==> src/rtl/up_job_sched_if.sv <==
// up_job_sched_if: descriptor push, status and engine control signals of the job scheduler
interface up_job_sched_if #(
  parameter int AXI_ADDR_WIDTH = 32,
  parameter int REG_SIZE_WIDTH = 16,
  parameter int QUEUE_DEPTH = 4,
  parameter int DONE_CNT_WIDTH = 8
);
  logic push_i;
  logic [AXI_ADDR_WIDTH-1:0] push_src_i;
  logic [AXI_ADDR_WIDTH-1:0] push_dst_i;
  logic [REG_SIZE_WIDTH-1:0] push_size_i;
  logic flush_i;
  logic int_en_i;
  logic done_ack_i;
  logic sts_clr_i;
  logic eng_busy_i;
  logic [AXI_ADDR_WIDTH-1:0] eng_src_o;
  logic [AXI_ADDR_WIDTH-1:0] eng_dst_o;
  logic [REG_SIZE_WIDTH-1:0] eng_size_o;
  logic eng_trigger_o;
  logic [$clog2(QUEUE_DEPTH):0] q_count_o;
  logic q_full_o;
  logic overflow_o;
  logic active_o;
  logic [DONE_CNT_WIDTH-1:0] done_cnt_o;
  logic irq_o;
  modport slave (
    input push_i, push_src_i, push_dst_i, push_size_i, flush_i, int_en_i,
          done_ack_i, sts_clr_i, eng_busy_i,
    output eng_src_o, eng_dst_o, eng_size_o, eng_trigger_o, q_count_o,
           q_full_o, overflow_o, active_o, done_cnt_o, irq_o
  );
  modport master (
    output push_i, push_src_i, push_dst_i, push_size_i, flush_i, int_en_i,
           done_ack_i, sts_clr_i, eng_busy_i,
    input eng_src_o, eng_dst_o, eng_size_o, eng_trigger_o, q_count_o,
          q_full_o, overflow_o, active_o, done_cnt_o, irq_o
  );
endinterface

==> src/rtl/up_job_sched.sv <==
// up_job_sched: descriptor FIFO that launches copy jobs one at a time and counts completions
module up_job_sched #(
  parameter int AXI_ADDR_WIDTH = 32,
  parameter int REG_SIZE_WIDTH = 16,
  parameter int QUEUE_DEPTH = 4,
  parameter int DONE_CNT_WIDTH = 8
) (
  input logic ACLK,
  input logic ARESETn,
  up_job_sched_if.slave bus
);
  localparam int AW = $clog2(QUEUE_DEPTH);
  localparam int CW = AW + 1;
  typedef enum logic [1:0] {IDLE, LAUNCH, WAIT_BUSY, WAIT_DONE} state_t;
  state_t state_q, state_d;
  logic [AXI_ADDR_WIDTH-1:0] src_q [QUEUE_DEPTH];
  logic [AXI_ADDR_WIDTH-1:0] src_d [QUEUE_DEPTH];
  logic [AXI_ADDR_WIDTH-1:0] dst_q [QUEUE_DEPTH];
  logic [AXI_ADDR_WIDTH-1:0] dst_d [QUEUE_DEPTH];
  logic [REG_SIZE_WIDTH-1:0] size_q [QUEUE_DEPTH];
  logic [REG_SIZE_WIDTH-1:0] size_d [QUEUE_DEPTH];
  logic [AW-1:0] head_q, head_d, tail_q, tail_d;
  logic [CW-1:0] count_q, count_d;
  logic [AXI_ADDR_WIDTH-1:0] eng_src_q, eng_src_d, eng_dst_q, eng_dst_d;
  logic [REG_SIZE_WIDTH-1:0] eng_size_q, eng_size_d;
  logic trig_q, trig_d, ovf_q, ovf_d;
  logic [DONE_CNT_WIDTH-1:0] done_q, done_d;
  logic full, pop, push_ok, in_flight;
  always_comb begin
    full = count_q == CW'(QUEUE_DEPTH);
    pop = state_q == WAIT_DONE && !bus.eng_busy_i;
    push_ok = bus.push_i && !bus.flush_i && (!full || pop);
    in_flight = state_q != IDLE && !pop;
    src_d = src_q;
    dst_d = dst_q;
    size_d = size_q;
    if (push_ok) begin
      src_d[tail_q] = bus.push_src_i;
      dst_d[tail_q] = bus.push_dst_i;
      size_d[tail_q] = bus.push_size_i;
    end
    head_d = pop ? head_q + AW'(1) : head_q;
    // a flush keeps only the job already handed to the engine
    tail_d = bus.flush_i ? head_d + AW'(in_flight) : push_ok ? tail_q + AW'(1) : tail_q;
    count_d = bus.flush_i ? CW'(in_flight) : count_q + CW'(push_ok) - CW'(pop);
    eng_src_d = count_d != '0 ? src_d[head_d] : eng_src_q;
    eng_dst_d = count_d != '0 ? dst_d[head_d] : eng_dst_q;
    eng_size_d = count_d != '0 ? size_d[head_d] : eng_size_q;
    state_d = state_q;
    unique case (state_q)
      IDLE: if (count_q != '0 && !bus.flush_i) state_d = LAUNCH;
      LAUNCH: state_d = WAIT_BUSY;
      WAIT_BUSY: if (bus.eng_busy_i) state_d = WAIT_DONE;
      default: if (!bus.eng_busy_i) state_d = IDLE;
    endcase
    trig_d = state_d == LAUNCH;
    ovf_d = (bus.push_i && !bus.flush_i && full && !pop) ? 1'b1 : bus.sts_clr_i ? 1'b0 : ovf_q;
    done_d = done_q;
    if (pop && !bus.done_ack_i && done_q != '1) done_d = done_q + DONE_CNT_WIDTH'(1);
    else if (!pop && bus.done_ack_i && done_q != '0) done_d = done_q - DONE_CNT_WIDTH'(1);
  end
  always_ff @(posedge ACLK or negedge ARESETn)
    if (!ARESETn) begin
      state_q <= IDLE;
      src_q <= '{default: '0};
      dst_q <= '{default: '0};
      size_q <= '{default: '0};
      head_q <= '0;
      tail_q <= '0;
      count_q <= '0;
      eng_src_q <= '0;
      eng_dst_q <= '0;
      eng_size_q <= '0;
      trig_q <= 1'b0;
      ovf_q <= 1'b0;
      done_q <= '0;
    end else begin
      state_q <= state_d;
      src_q <= src_d;
      dst_q <= dst_d;
      size_q <= size_d;
      head_q <= head_d;
      tail_q <= tail_d;
      count_q <= count_d;
      eng_src_q <= eng_src_d;
      eng_dst_q <= eng_dst_d;
      eng_size_q <= eng_size_d;
      trig_q <= trig_d;
      ovf_q <= ovf_d;
      done_q <= done_d;
    end
  assign bus.eng_src_o = eng_src_q;
  assign bus.eng_dst_o = eng_dst_q;
  assign bus.eng_size_o = eng_size_q;
  assign bus.eng_trigger_o = trig_q;
  assign bus.q_count_o = count_q;
  assign bus.q_full_o = full;
  assign bus.overflow_o = ovf_q;
  assign bus.active_o = state_q != IDLE;
  assign bus.done_cnt_o = done_q;
  assign bus.irq_o = bus.int_en_i && done_q != '0;
endmodule

==> src/flat_wrapper.sv <==
// flat-port wrapper written by rule: the top's interface ports become plain ports
module up_job_sched_flat 
#(
  parameter int AXI_ADDR_WIDTH = 32,
  parameter int REG_SIZE_WIDTH = 16,
  parameter int QUEUE_DEPTH = 4,
  parameter int DONE_CNT_WIDTH = 8
)
  (ACLK, ARESETn, bus_push_i, bus_push_src_i, bus_push_dst_i, bus_push_size_i, bus_flush_i, bus_int_en_i, bus_done_ack_i, bus_sts_clr_i, bus_eng_busy_i, bus_eng_src_o, bus_eng_dst_o, bus_eng_size_o, bus_eng_trigger_o, bus_q_count_o, bus_q_full_o, bus_overflow_o, bus_active_o, bus_done_cnt_o, bus_irq_o);
  up_job_sched_if #(.AXI_ADDR_WIDTH(AXI_ADDR_WIDTH), .REG_SIZE_WIDTH(REG_SIZE_WIDTH), .QUEUE_DEPTH(QUEUE_DEPTH), .DONE_CNT_WIDTH(DONE_CNT_WIDTH)) bus_i ();
  input logic ACLK;
  input logic ARESETn;
  input wire logic [$bits(bus_i.push_i)-1:0] bus_push_i;
  input wire logic [$bits(bus_i.push_src_i)-1:0] bus_push_src_i;
  input wire logic [$bits(bus_i.push_dst_i)-1:0] bus_push_dst_i;
  input wire logic [$bits(bus_i.push_size_i)-1:0] bus_push_size_i;
  input wire logic [$bits(bus_i.flush_i)-1:0] bus_flush_i;
  input wire logic [$bits(bus_i.int_en_i)-1:0] bus_int_en_i;
  input wire logic [$bits(bus_i.done_ack_i)-1:0] bus_done_ack_i;
  input wire logic [$bits(bus_i.sts_clr_i)-1:0] bus_sts_clr_i;
  input wire logic [$bits(bus_i.eng_busy_i)-1:0] bus_eng_busy_i;
  output wire logic [$bits(bus_i.eng_src_o)-1:0] bus_eng_src_o;
  output wire logic [$bits(bus_i.eng_dst_o)-1:0] bus_eng_dst_o;
  output wire logic [$bits(bus_i.eng_size_o)-1:0] bus_eng_size_o;
  output wire logic [$bits(bus_i.eng_trigger_o)-1:0] bus_eng_trigger_o;
  output wire logic [$bits(bus_i.q_count_o)-1:0] bus_q_count_o;
  output wire logic [$bits(bus_i.q_full_o)-1:0] bus_q_full_o;
  output wire logic [$bits(bus_i.overflow_o)-1:0] bus_overflow_o;
  output wire logic [$bits(bus_i.active_o)-1:0] bus_active_o;
  output wire logic [$bits(bus_i.done_cnt_o)-1:0] bus_done_cnt_o;
  output wire logic [$bits(bus_i.irq_o)-1:0] bus_irq_o;
  assign bus_i.push_i = bus_push_i;
  assign bus_i.push_src_i = bus_push_src_i;
  assign bus_i.push_dst_i = bus_push_dst_i;
  assign bus_i.push_size_i = bus_push_size_i;
  assign bus_i.flush_i = bus_flush_i;
  assign bus_i.int_en_i = bus_int_en_i;
  assign bus_i.done_ack_i = bus_done_ack_i;
  assign bus_i.sts_clr_i = bus_sts_clr_i;
  assign bus_i.eng_busy_i = bus_eng_busy_i;
  assign bus_eng_src_o = bus_i.eng_src_o;
  assign bus_eng_dst_o = bus_i.eng_dst_o;
  assign bus_eng_size_o = bus_i.eng_size_o;
  assign bus_eng_trigger_o = bus_i.eng_trigger_o;
  assign bus_q_count_o = bus_i.q_count_o;
  assign bus_q_full_o = bus_i.q_full_o;
  assign bus_overflow_o = bus_i.overflow_o;
  assign bus_active_o = bus_i.active_o;
  assign bus_done_cnt_o = bus_i.done_cnt_o;
  assign bus_irq_o = bus_i.irq_o;
  up_job_sched #(.AXI_ADDR_WIDTH(AXI_ADDR_WIDTH), .REG_SIZE_WIDTH(REG_SIZE_WIDTH), .QUEUE_DEPTH(QUEUE_DEPTH), .DONE_CNT_WIDTH(DONE_CNT_WIDTH)) u_core (.ACLK(ACLK), .ARESETn(ARESETn), .bus(bus_i));
endmodule
==> config.mk <==
export PLATFORM = sky130hd
export DESIGN_NAME = up_job_sched_flat
export DESIGN_NICKNAME = d
export VERILOG_FILES = /design/src/rtl/up_job_sched_if.sv /design/src/rtl/up_job_sched.sv /design/src/flat_wrapper.sv
export SDC_FILE = /design/constraint.sdc
export NUM_CORES = 1
export LEC_CHECK = 0
export BUFFER_PORTS_ARGS = -buffer_cell sky130_fd_sc_hd__buf_4
export CORE_MARGIN = 4
export CORE_UTILIZATION = 42
export CTS_BUF_LIST = sky130_fd_sc_hd__clkbuf_8 sky130_fd_sc_hd__clkbuf_16
export DETAILED_ROUTE_END_ITERATION = 7
export PLACE_DENSITY = 0.59
export SYNTH_ARGS = -nofsm -noshare
export SYNTH_HDL_FRONTEND = slang
export SYNTH_SLANG_ARGS = --single-unit
==> constraint.sdc <==
create_clock -name ACLK -period 9 [get_ports ACLK]
set_input_delay 0.45 -clock ACLK [delete_from_list [all_inputs] [get_ports ACLK]]
set_output_delay 0.45 -clock ACLK [all_outputs]
set_load 0.01 [all_outputs]
==> impl_metrics.tcl <==
set metrics [dict create \
    io_pins 184 \
    status "complete, but fails checks" \
    power_mw 9.31 \
    synth-compound-area-share_pct 15.0 \
    hold_viol 18 \
    placeableCoreArea_um2 44300 \
    p_leak_nw 9.44 \
    tns_ns 0 \
    clk_latency_ns 0.57 \
    slew_viol_final 0 \
    nets 1637 \
    wl_per_cell_um 23.6 \
    rows 77 \
    portBuffers 183 \
    synth_cells 1390 \
    worst_pin_slew_ns 1.15 \
    yosysTopAreaCellShare_pct 55.6 \
    crit_path_max_incr_delay_ns 0.97 \
    wirelength_um 50800 \
    rsz0062_at_grt "false" \
    ys_seq_elements 419 \
    clkSlewWorstSetupHoldPaths_ns 0.06 \
    ys_warn_count 0 \
    postRouteAntennaNets 0 \
    violations "negative hold slack" \
    dp_hpwl_um 27500 \
    drv_cap 0 \
    drc_errors 0 \
    final_area_um2 22100 \
    synth_xor_area_share_pct 0.537 \
    mostFrequentLayoutCells "dfrtp_1 (419), mux2_2 (323), buf_4 (201)" \
    mostFrequentLayoutCell "dfrtp_1" \
    multi_input_area_um2 7810 \
    fillers 3899 \
    synth_top_family_by_area "multiplexers" \
    synth_top_area_cell "dfrtp_1" \
    grt_max_degree 150 \
    via_per_inst 5.85 \
    regArea_um2 10500 \
    drtPass1Iterations 5 \
    irDropWorstVdd_mv 0.231 \
    grt_util_all_layers_pct 20.8 \
    cp-start-kind "flip-flop" \
    synth_area_leaders "dfrtp_1 (56%), mux2_2 (19%), o32ai_1 (7.5%)" \
    path_cells "ha_1 > nand2b_1 > inv_2 > o21ai_4 > inv_1 > ha_1 > inv_1 > fa_1 > xnor3_1 > nand3_1 > nand2_4 > buf_4 > a221oi_2 > o32ai_1" \
    yosys.area_share.simple_pct 4.50 \
    critPathRequiredTime_ns 9.43 \
    areaGrowthSynthToFinish_pct 17.2 \
    placed_area_um2 20700 \
    path_class "flip-flop to flip-flop" \
    htreeDepth 2 \
    setup_viol 0 \
    dieArea_um2 48400 \
    overflow 0 \
    die_x_um 220 \
    powerDensity_nw_per_um2 421 \
    antenna_found_initial 2 \
    synthAdderAreaFrac_pct 1.41 \
    period_share_pct 49.5 \
    route.vias.total 12600 \
    ctsLongestPathBuffers 3 \
    place_worst_setup_slack_ns 4.38 \
    crit_fanout 53 \
    fmax_mhz 225 \
    ctsHoldBuffers 0 \
    cp-end-kind "flip-flop" \
    ys_types 44 \
    synth_mux_area_share_pct 19.6 \
    crit_arrival_ns 4.88 \
    avgSynthCellArea_um2 13.6 \
    grt_first_pass_wirelength_um 79000 \
    cts-root-buf "clkbuf_16" \
    period_needed_ns 4.45 \
    critPathSlowestCell "buf_4" \
    gp_congestion 0.753 \
    first_iter_violations 758 \
    post_cts_resized 0 \
    first_global_vias 13300 \
    ys_seq_area_share_pct 55.6 \
    syn_nets 1498 \
    setup_slack_ns 4.55 \
    whs_ns -0.0516 \
    postCtsSetupRepairBufs 0 \
    fp.dieH_um 220 \
    slew_headroom_pct 23.5 \
    cts_buffers 47 \
    skew_ns 0.0150 \
    clkSinkCount 419 \
    tritoncts "done" \
    netlist_area_um2 18900 \
    hp-class "primary input to async pin" \
    start_util_pct 42.6 \
    final_layout_size_suffix_gt1_share_pct 44.4 \
]
[kinds of logic (layout without fill, tap and decap cells)]
kind of cell             Yosys count  count (layout)
AO/OA/AOI/OAI                    273             273
XOR/XNOR                          10              10
adder cells (fa/ha/maj)           20              20
buffers and inverters            132             302
AND/OR/NAND/NOR                  209             209
other                              0               1
flip-flops                       419             419
multiplexers                     327             327
[through the flow]
| step | util (%) | instances |
|---|---|---|
| 5_1_grt | 49.9 | 2153 |
| 3_3_place_gp | 46.6 | 2072 |
| 4_1_cts | 49.9 | 2152 |
| 2_1_floorplan | - | 1390 |
| 6_report | 49.9 | 2153 |
| 3_5_place_dp | 46.6 | 2072 |
[worst paths after layout]
check                                  start                       end  slack (ns)  cells past startpoint
min in group ACLK              bus_sts_clr_i     u_core.bus.overflow_o        0.07                      2
min                                  ARESETn          u_core.src_q[71]       -0.05                      1
max reg2reg                u_core.state_q[1]  u_core.bus.eng_src_o[25]        4.55                     14
max                        u_core.state_q[1]  u_core.bus.eng_src_o[25]        4.55                     14
min reg2reg                u_core.src_q[119]         u_core.src_q[119]        0.50                      1
max in group asynchronous            ARESETn          u_core.src_q[84]        7.42                      2
[worst max-delay path, delay by kind of cell (launching register included)]
kind                     cells  cell delay, ns
adder cells (fa/ha/maj)      3            0.61
XOR/XNOR                     1            0.16
AND/OR/NAND/NOR              3            0.87
flip-flops                   1            0.42
buffers and inverters        4            1.32
AO/OA/AOI/OAI                3            0.87
[cell usage after synthesis]
master and count:
o21bai_1 2, o21ai_1 1, o211ai_2 1, clkbuf_1 71
inv_1 18, nand4_1 2, xor2_1 4, dfrtp_1 419
a2111oi_0 1, xnor3_1 1, fa_1 2, a21o_1 1
o32ai_1 161, mux2_4 2, a221oi_2 80, o211ai_1 2
mux2i_1 2, a21oi_1 8, nor3_1 3, a221oi_1 1
buf_2 14, and2_1 3, nand2b_1 2, or2_2 1
xnor2_1 5, nor2b_1 3, nand2_1 8, a22o_1 1
ha_1 18, inv_2 1, or3_1 2, nand3b_1 3
a21boi_0 1, nor4_1 2, a2111o_1 1, nor2_1 174
or3b_1 1, nand3_1 5, o211a_1 2, a211o_1 1
mux2_2 323, buf_6 18, o21ai_0 9, buf_1 10
[where the power goes]
part	switching, mW	total [mW]	internal [mW]
Sequential	0.463	3.33	2.86
Combinational	2.32	4.17	1.85
Clock	0.763	1.81	1.05
Total	3.54	9.31	5.77
[state kept, by name, indices dropped and copies added, names as in the netlist]
signal                    flops
u_core.dst_q                128
u_core.src_q                128
u_core.size_q                64
u_core.bus.eng_dst_o         32
u_core.bus.eng_src_o         32
u_core.bus.eng_size_o        16
u_core.bus.done_cnt_o         8
u_core.bus.q_count_o          3
u_core.head_q                 2
u_core.state_q                2
u_core.tail_q                 2
u_core.bus.eng_trigger_o      1
u_core.bus.overflow_o         1
[layer usage]
layer	up-vias	track usage [%]	wire length (um)
li1	5567	-	-
met1	6633	29.3	23300
met2	313	33.8	24200
met3	76	2.99	2160
met4	2	6.05	1110
met5	-	0	13
[cell type report]
| class | instances | share of cell area (%) |
|---|---|---|
| tap | 592 | 3.35 |
| multi-input combinational | 839 | 35.3 |
| timing repair buffer | 203 | 6.98 |
| clock buffer | 60 | 6.13 |
| antenna | 1 | 0.0113 |
| clock inverter | 20 | 0.458 |
| inverter | 19 | 0.323 |
| sequential | 419 | 47.4 |
Power figures use the tool's default switching activity.
